--- src/rtl/load_store_unit.sv ---
// RV32I load/store unit: byte-lane steering, strobes, extension,
// misalignment and bus-timeout handling over a req/ack memory port.
// Ports: clk, rst_n; request lsu_valid/is_load/is_store/funct3/addr/store_data;
// status lsu_busy/lsu_done/lsu_misaligned/lsu_bus_err/load_data;
// bus mem_req/mem_we/mem_addr/mem_wdata/mem_wstrb/mem_ack/mem_rdata.
module load_store_unit #(
  parameter int unsigned TIMEOUT_CYCLES = 255
) (
  input  logic        clk,
  input  logic        rst_n,
  input  logic        lsu_valid,
  input  logic        is_load,
  input  logic        is_store,
  input  logic [2:0]  funct3,
  input  logic [31:0] addr,
  input  logic [31:0] store_data,
  output logic        lsu_busy,
  output logic        lsu_done,
  output logic        lsu_misaligned,
  output logic        lsu_bus_err,
  output logic [31:0] load_data,
  output logic        mem_req,
  output logic        mem_we,
  output logic [31:0] mem_addr,
  output logic [31:0] mem_wdata,
  output logic [3:0]  mem_wstrb,
  input  logic        mem_ack,
  input  logic [31:0] mem_rdata
);

  localparam logic [1:0] S_IDLE = 2'd0;
  localparam logic [1:0] S_REQ  = 2'd1;
  localparam logic [1:0] S_DONE = 2'd2;

  logic [1:0]  state;
  logic [31:0] addr_q;
  logic [31:0] data_q;
  logic [2:0]  f3_q;
  logic        ld_q;
  logic        mis_q;
  logic        err_q;
  logic [31:0] cnt;

  logic        accept;
  logic        bad;
  logic        mis;
  logic        timed_out;
  logic [3:0]  strb;
  logic [31:0] wdata;
  logic [7:0]  rbyte;
  logic [15:0] rhalf;
  logic [31:0] ext;

  assign accept = lsu_valid && (is_load || is_store);

  // Unsupported encoding takes priority over misalignment.
  always_comb begin
    bad = 1'b0;
    mis = 1'b0;
    if (is_load)
      bad = (funct3 == 3'b011) || (funct3[2:1] == 2'b11);
    else
      bad = funct3[2] || (funct3[1:0] == 2'b11);
    case (funct3[1:0])
      2'b01:   mis = addr[0];
      2'b10:   mis = |addr[1:0];
      default: mis = 1'b0;
    endcase
    mis = mis && !bad;
  end

  assign timed_out = (TIMEOUT_CYCLES != 0)
                  && (cnt == TIMEOUT_CYCLES - 1);

  always_comb begin
    strb  = 4'b1111;
    wdata = data_q;
    case (f3_q[1:0])
      2'b00: begin
        strb  = 4'b0001 << addr_q[1:0];
        wdata = {4{data_q[7:0]}};
      end
      2'b01: begin
        strb  = 4'b0011 << addr_q[1:0];
        wdata = {2{data_q[15:0]}};
      end
      default: ;
    endcase
  end

  always_comb begin
    rbyte = mem_rdata[7:0];
    case (addr_q[1:0])
      2'd1:    rbyte = mem_rdata[15:8];
      2'd2:    rbyte = mem_rdata[23:16];
      2'd3:    rbyte = mem_rdata[31:24];
      default: rbyte = mem_rdata[7:0];
    endcase
    rhalf = addr_q[1] ? mem_rdata[31:16] : mem_rdata[15:0];
    ext   = mem_rdata;
    unique case (1'b1)
      (f3_q == 3'b000): ext = {{24{rbyte[7]}}, rbyte};
      (f3_q == 3'b001): ext = {{16{rhalf[15]}}, rhalf};
      (f3_q == 3'b100): ext = {24'd0, rbyte};
      (f3_q == 3'b101): ext = {16'd0, rhalf};
      default:          ext = mem_rdata;
    endcase
  end

  always_ff @(posedge clk or negedge rst_n) begin
    if (!rst_n) begin
      state     <= S_IDLE;
      addr_q    <= '0;
      data_q    <= '0;
      f3_q      <= '0;
      ld_q      <= 1'b0;
      mis_q     <= 1'b0;
      err_q     <= 1'b0;
      cnt       <= '0;
      load_data <= '0;
    end else begin
      case (state)
        S_IDLE: begin
          if (accept) begin
            addr_q <= addr;
            data_q <= store_data;
            f3_q   <= funct3;
            ld_q   <= is_load;
            mis_q  <= mis;
            err_q  <= bad;
            cnt    <= '0;
            state  <= (mis || bad) ? S_DONE : S_REQ;
          end
        end
        S_REQ: begin
          if (mem_ack) begin
            if (ld_q) load_data <= ext;
            state <= S_DONE;
          end else if (timed_out) begin
            err_q <= 1'b1;
            state <= S_DONE;
          end else begin
            cnt <= cnt + 32'd1;
          end
        end
        S_DONE:  state <= S_IDLE;
        default: state <= S_IDLE;
      endcase
    end
  end

  assign lsu_busy       = state != S_IDLE;
  assign lsu_done       = state == S_DONE;
  assign lsu_misaligned = lsu_done && mis_q;
  assign lsu_bus_err    = lsu_done && err_q;
  assign mem_req        = state == S_REQ;
  assign mem_we         = mem_req && !ld_q;
  assign mem_addr       = {addr_q[31:2], 2'b00};
  assign mem_wdata      = wdata;
  assign mem_wstrb      = mem_we ? strb : 4'b0000;

endmodule

--- config.mk ---
export PLATFORM = sky130hd
export DESIGN_NAME = load_store_unit
export DESIGN_NICKNAME = d
export VERILOG_FILES = /design/src/rtl/load_store_unit.sv
export SDC_FILE = /design/constraint.sdc
export NUM_CORES = 1
export LEC_CHECK = 0
export BUFFER_PORTS_ARGS = -buffer_cell sky130_fd_sc_hd__clkbuf_2
export CORE_AREA = 2 2 123 154
export CTS_BUF_LIST = sky130_fd_sc_hd__clkbuf_8 sky130_fd_sc_hd__clkbuf_16
export CTS_CLUSTER_DIAMETER = 30
export CTS_CLUSTER_SIZE = 30
export DETAILED_ROUTE_END_ITERATION = 16
export DIE_AREA = 0 0 125 156
export PLACE_DENSITY = 0.7
export SYNTH_ARGS = -nofsm -noshare
export SYNTH_HDL_FRONTEND = slang
export SYNTH_SLANG_ARGS = --single-unit
--- constraint.sdc ---
create_clock -name clk -period 1.9 [get_ports clk]
set_input_delay 0.38 -clock clk [delete_from_list [all_inputs] [get_ports clk]]
set_output_delay 0.38 -clock clk [all_outputs]
set_load 0.005 [all_outputs]
==> results.md <==
Run status:
- The run finished, with violations left.
- The checks that failed: negative setup slack.

Yosys:
- The average cell area after synthesis is ~8.6 µm².
- In this run the biggest area consumer among cell types represents 47.9% of the synthesized area.
- The multiplexer fraction of the synthesized cell area is 5.29%.
- The post-synthesis adder-cell area fraction is 0.881%.
- After Yosys synthesis, and, or, nand and nor cells account for 26.4% of the synthesized area.
- The complex-gate fraction of the synthesized area is 11.9%.
- The area share of xor/xnor cells in the synthesized design is 0%.
- The fraction of registers with async set or reset after synthesis is 100%.
- After synthesis, the cell types taking the most area are sky130_fd_sc_hd__dfrtp_1 (48%), sky130_fd_sc_hd__nand2_1 (14%), sky130_fd_sc_hd__buf_4 (4.2%).
- Sequential cells were found to cover 47.9% of the synthesized design area.
- Yosys mapped a number of flops with a built-in enable equal to 0.
- Of all cell types, the one taking the most synthesized area is sky130_fd_sc_hd__dfrtp_1.
- In the synthesized netlist the dominant register cell turns out to be sky130_fd_sc_hd__dfrtp_1.
- The warning count from the yosys run is 0.
- Counting instances in the post-synthesis netlist gives the leading cell types as sky130_fd_sc_hd__nand2_1 (272), sky130_fd_sc_hd__dfrtp_1 (136), sky130_fd_sc_hd__a21oi_1 (49), sky130_fd_sc_hd__nor2_1 (43), sky130_fd_sc_hd__buf_4 (40).
- The number of synthesized register bits is 136.
- The combinational family with the most area after synthesis is simple AND/OR/NAND/NOR gates.
- The synthesized netlist occupies a cell area of 7100 µm².
- The cell with the most instances after synthesis is sky130_fd_sc_hd__nand2_1.
- The number of different library cells in the post-synthesis netlist is a little under 60.
- The gate count after technology mapping is between 800 and 900.

Setup path:
- The worst setup path is launched from a flip-flop.
- The worst register-to-register path begins at cnt[25]$_DFFE_PN0P_.
- The cell family contributing the most delay on the critical path is flip-flops.
- The critical path goes through nor2_4 -> buf_8 -> mux2_4 -> clkbuf_2.
- The kind of capture point of the worst setup path is a primary output.
- STA puts the critical path data required time at between 1.5 and 2 ns.
- The critical path buffer and inverter count is 2.
- The category of the critical setup timing path is reg -> out.
- The critical path startpoint is f3_q[1]$_DFFE_PN0P_.
- The critical path arrival is between 1.5 and 2 ns.
- Along the worst path, the maximum fanout reaches 8.
- The highest cell delay on the worst timing path is 0.44 ns.
- The slowest stage of the critical path belongs to the cell sky130_fd_sc_hd__dfrtp_2.

Power and ir drop:
- The static leakage is 4.90 nW.
- Of the total power, combinational logic draws a little under two fifths.
- Of the total power, registers draw 35.2%.
- The switching power as a share of total power is 35.2%.
- In this run the power spent charging and discharging nets is 0.00452 W.
- The design draws roughly 0.013 W.
- For this design the ratio of total power to cell area is approximately 1300 nW/µm².
- Of the total power, the clock network draws 27.5%.
- Cell internal power was estimated by the tool at 0.00830 W.
- VDD sags by at most 0.637 mV.

Route:
- The average wire per cell in the routed design is around 17 µm.
- The final antenna-violating net count is 0.
- The final layout contains routed wiring with a total length of 21.6 mm.
- The routed layout has slightly below 7000 vias.
- The iteration count of the initial detailed-routing pass is 5.
- The post-route DRC violation count is 0.
- The vias per cell is 5.27.
- After the first detailed-routing iteration, the DRC count stood at 574.

Finish:
- The number of filler instances in the final layout is 1611.
- Summing all multi-input logic gate instances after layout gives 3500 µm².
- The post-synthesis to final-layout area growth is 36.4%.
- The count of nets after finishing is 1157.
- The post-route netlist has 37.4% of its cells at a drive strength greater than 1.
- The sequential standard cell area is 3410 µm².

Floorplanning:
- The overall die area is 19500 µm².
- The starting utilization of the core area is 39.4%.
- The standard-cell row count is 55.
- In this run the count of I/O pins placed on the die edge is 211.
- In this run the standard cell core region covers 18000 µm².
- The x dimension of the die is between 100 and 150 µm.
- The die is 156 µm tall.

STA:
- Summed over all failing endpoints, the final setup total negative slack is -1.05 ns.
- Setup repair after global routing could not meet its margin everywhere.
- The shortest clock period the worst path allows after layout is 2.00 ns.
- The number of setup violations in the final report is 21.
- Derived from the worst setup path, the maximum achievable clock frequency is 0.501 GHz.
- The slew at the pin closest to its max-slew limit is 0.536 ns.
- The count of final hold-check violations is 0.
- The final count of pins violating max slew was 0.
- In the post-route analysis, the smallest setup slack over all paths is -0.0976 ns.
- The final worst clock skew is 0.00885 ns.
- The remaining max-slew budget at the tightest pin is 64.1%.
- The final critical path takes up 105% of the cycle.

Placed design:
- The number of input and output port buffers inserted is ~210.
- The final HPWL from detailed placement is between 10 and 15 mm.
- The final weighted congestion in routability-driven placement is 0.888.

CTS:
- The clock passes through at most 2 buffers.
- CTS saw 136 sinks.
- The number of buffers created by CTS is 17.
- Clock-pin slew was measured on the worst setup and hold paths at approximately 0.060 ns.
- The tree is rooted in a sky130_fd_sc_hd__clkbuf_16.
- Clock latency on the worst-skew pair, taken at its later pin, is 0.42 ns.
- The clock tree synthesis step divided the H-tree into 4 levels.
- TritonCTS built the clock tree.

Global routing:
- The number of global-route vias before repair is 6444.
- The largest net degree at the start of global routing is 54.
- The first global-routing pass estimated 33.3 mm of wire.
- The number of antenna violations at the first check in global routing is 1.
- The total track usage is 21.1%.
- The total congestion overflow after global routing is 0.

Hold path:
- The beginning of the worst hold path is addr[22].
- The kind of path behind the tightest hold check is in -> reg.

Job:
- The tool flagged a number of max-cap violations equal to 0.
-- cell type report --
| type | count | area share [%] |
|---|---|---|
| diodes | 1 | 0.0258 |
| flip-flops and latches | 136 | 35.2 |
| clock inverters | 15 | 2.09 |
| well taps | 228 | 2.95 |
| multi-input cells | 597 | 36.1 |
| repair buffers | 287 | 18.9 |
| inverters | 8 | 0.310 |
| clock buffers | 17 | 4.39 |
-- logic make-up (layout without fill, tap and decap cells) --
kind of cell | count (synthesis) | in the layout
other | 1 | 3
buffers and inverters | 96 | 327
adder cells (fa/ha/maj) | 5 | 5
flip-flops | 136 | 136
multiplexers | 34 | 34
AND/OR/NAND/NOR | 419 | 419
AO/OA/AOI/OAI | 137 | 137
-- through the flow --
stage               cell area [µm²]  std cells  utilization, %  hold WS (ns)  worst slack [ns]
floorplan                      7110        829               -        0.0844          -0.00521
global placement               8480       1241            47.0         0.240           -0.0300
detailed placement             8480       1241            47.0         0.241           -0.0815
CTS                            9390       1282            52.1         0.132            -0.119
global route                   9680       1289            53.7         0.134            -0.141
finish                         9680       1289            53.7         0.148           -0.0976
-- per-layer routing --
metal | track usage (%) | vias up | routed length, µm
li1 | - | 3221 | -
met1 | 27.2 | 3246 | 8830
met2 | 34.9 | 277 | 10700
met3 | 4.46 | 48 | 1330
met4 | 8.47 | 0 | 668
met5 | 0 | - | 0
-- cell usage in the layout (no fill, tap or decap), drive strengths merged, types with 2 or more instances in the layout --
master    instances
nor2b             3
nor3b             7
nor2             43
and3              6
nand2b           15
nand3            16
dfrtp           136
o21a              5
nor4b             3
mux2i            15
o21ai            33
buf              78
inv               9
nand4             9
a21oi            49
ha                5
bufinv            4
a211oi            2
o31a              3
o211ai            7
conb              2
and4              3
nor3              7
nor4              6
clkinv            6
or3               3
and2              3
or4              17
clkbuf          225
o31ai            21
nand2           272
or2               2
mux2             18
clkinvlp          4
o22ai             7
-- flip-flops by register name, summed over array words and instances, names as in the netlist --
register   cells
addr_q        32
cnt           32
data_q        32
load_data     32
f3_q           3
state          2
err_q          1
ld_q           1
mis_q          1
-- repair_timing --
item / CTS / global route
hold endpoints to repair: 17 / 0
endpoints found under the setup margin: 51 / 63
gates cloned: 1 / 1
hold buffers: 1 / 0
pin swaps: 14 / 18
buffers inserted: 8 / 6
gates resized for setup: 58 / 53
-- power by group through the flow --
stage	Combinational, W	Sequential [W]	Clock (W)
final	0.00478	0.00452	0.00353
after global placement	0.00425	0.00447	0
after floorplan	0.00279	0.00438	0
after CTS	0.00462	0.00449	0.00357
after detailed placement	0.00432	0.00450	0
after global routing	0.00526	0.00465	0.00373
-- tightest hold or removal path, stage by stage --
cell and delay [ns]:
sky130_fd_sc_hd__clkbuf_2 0.08, sky130_fd_sc_hd__nand2_1 0.04, sky130_fd_sc_hd__nand2_1 0.04
-- path summary, 6_finish.rpt --
check / cells after the start / slack [ns] / end
setup reg to reg: 9 / -0.07 / cnt[12]$_DFFE_PN0P_
hold / removal: 3 / 0.15 / addr_q[22]$_DFFE_PN0P_
setup / recovery: 4 / -0.1 / mem_wdata[14]
max in group asynchronous: 3 / 0.92 / addr_q[14]$_DFFE_PN0P_
hold reg to reg: 2 / 0.47 / addr_q[19]$_DFFE_PN0P_
min in group asynchronous: 2 / 0.37 / load_data[6]$_DFFE_PN0P_
No activity file was read; power rests on OpenSTA's default activity.
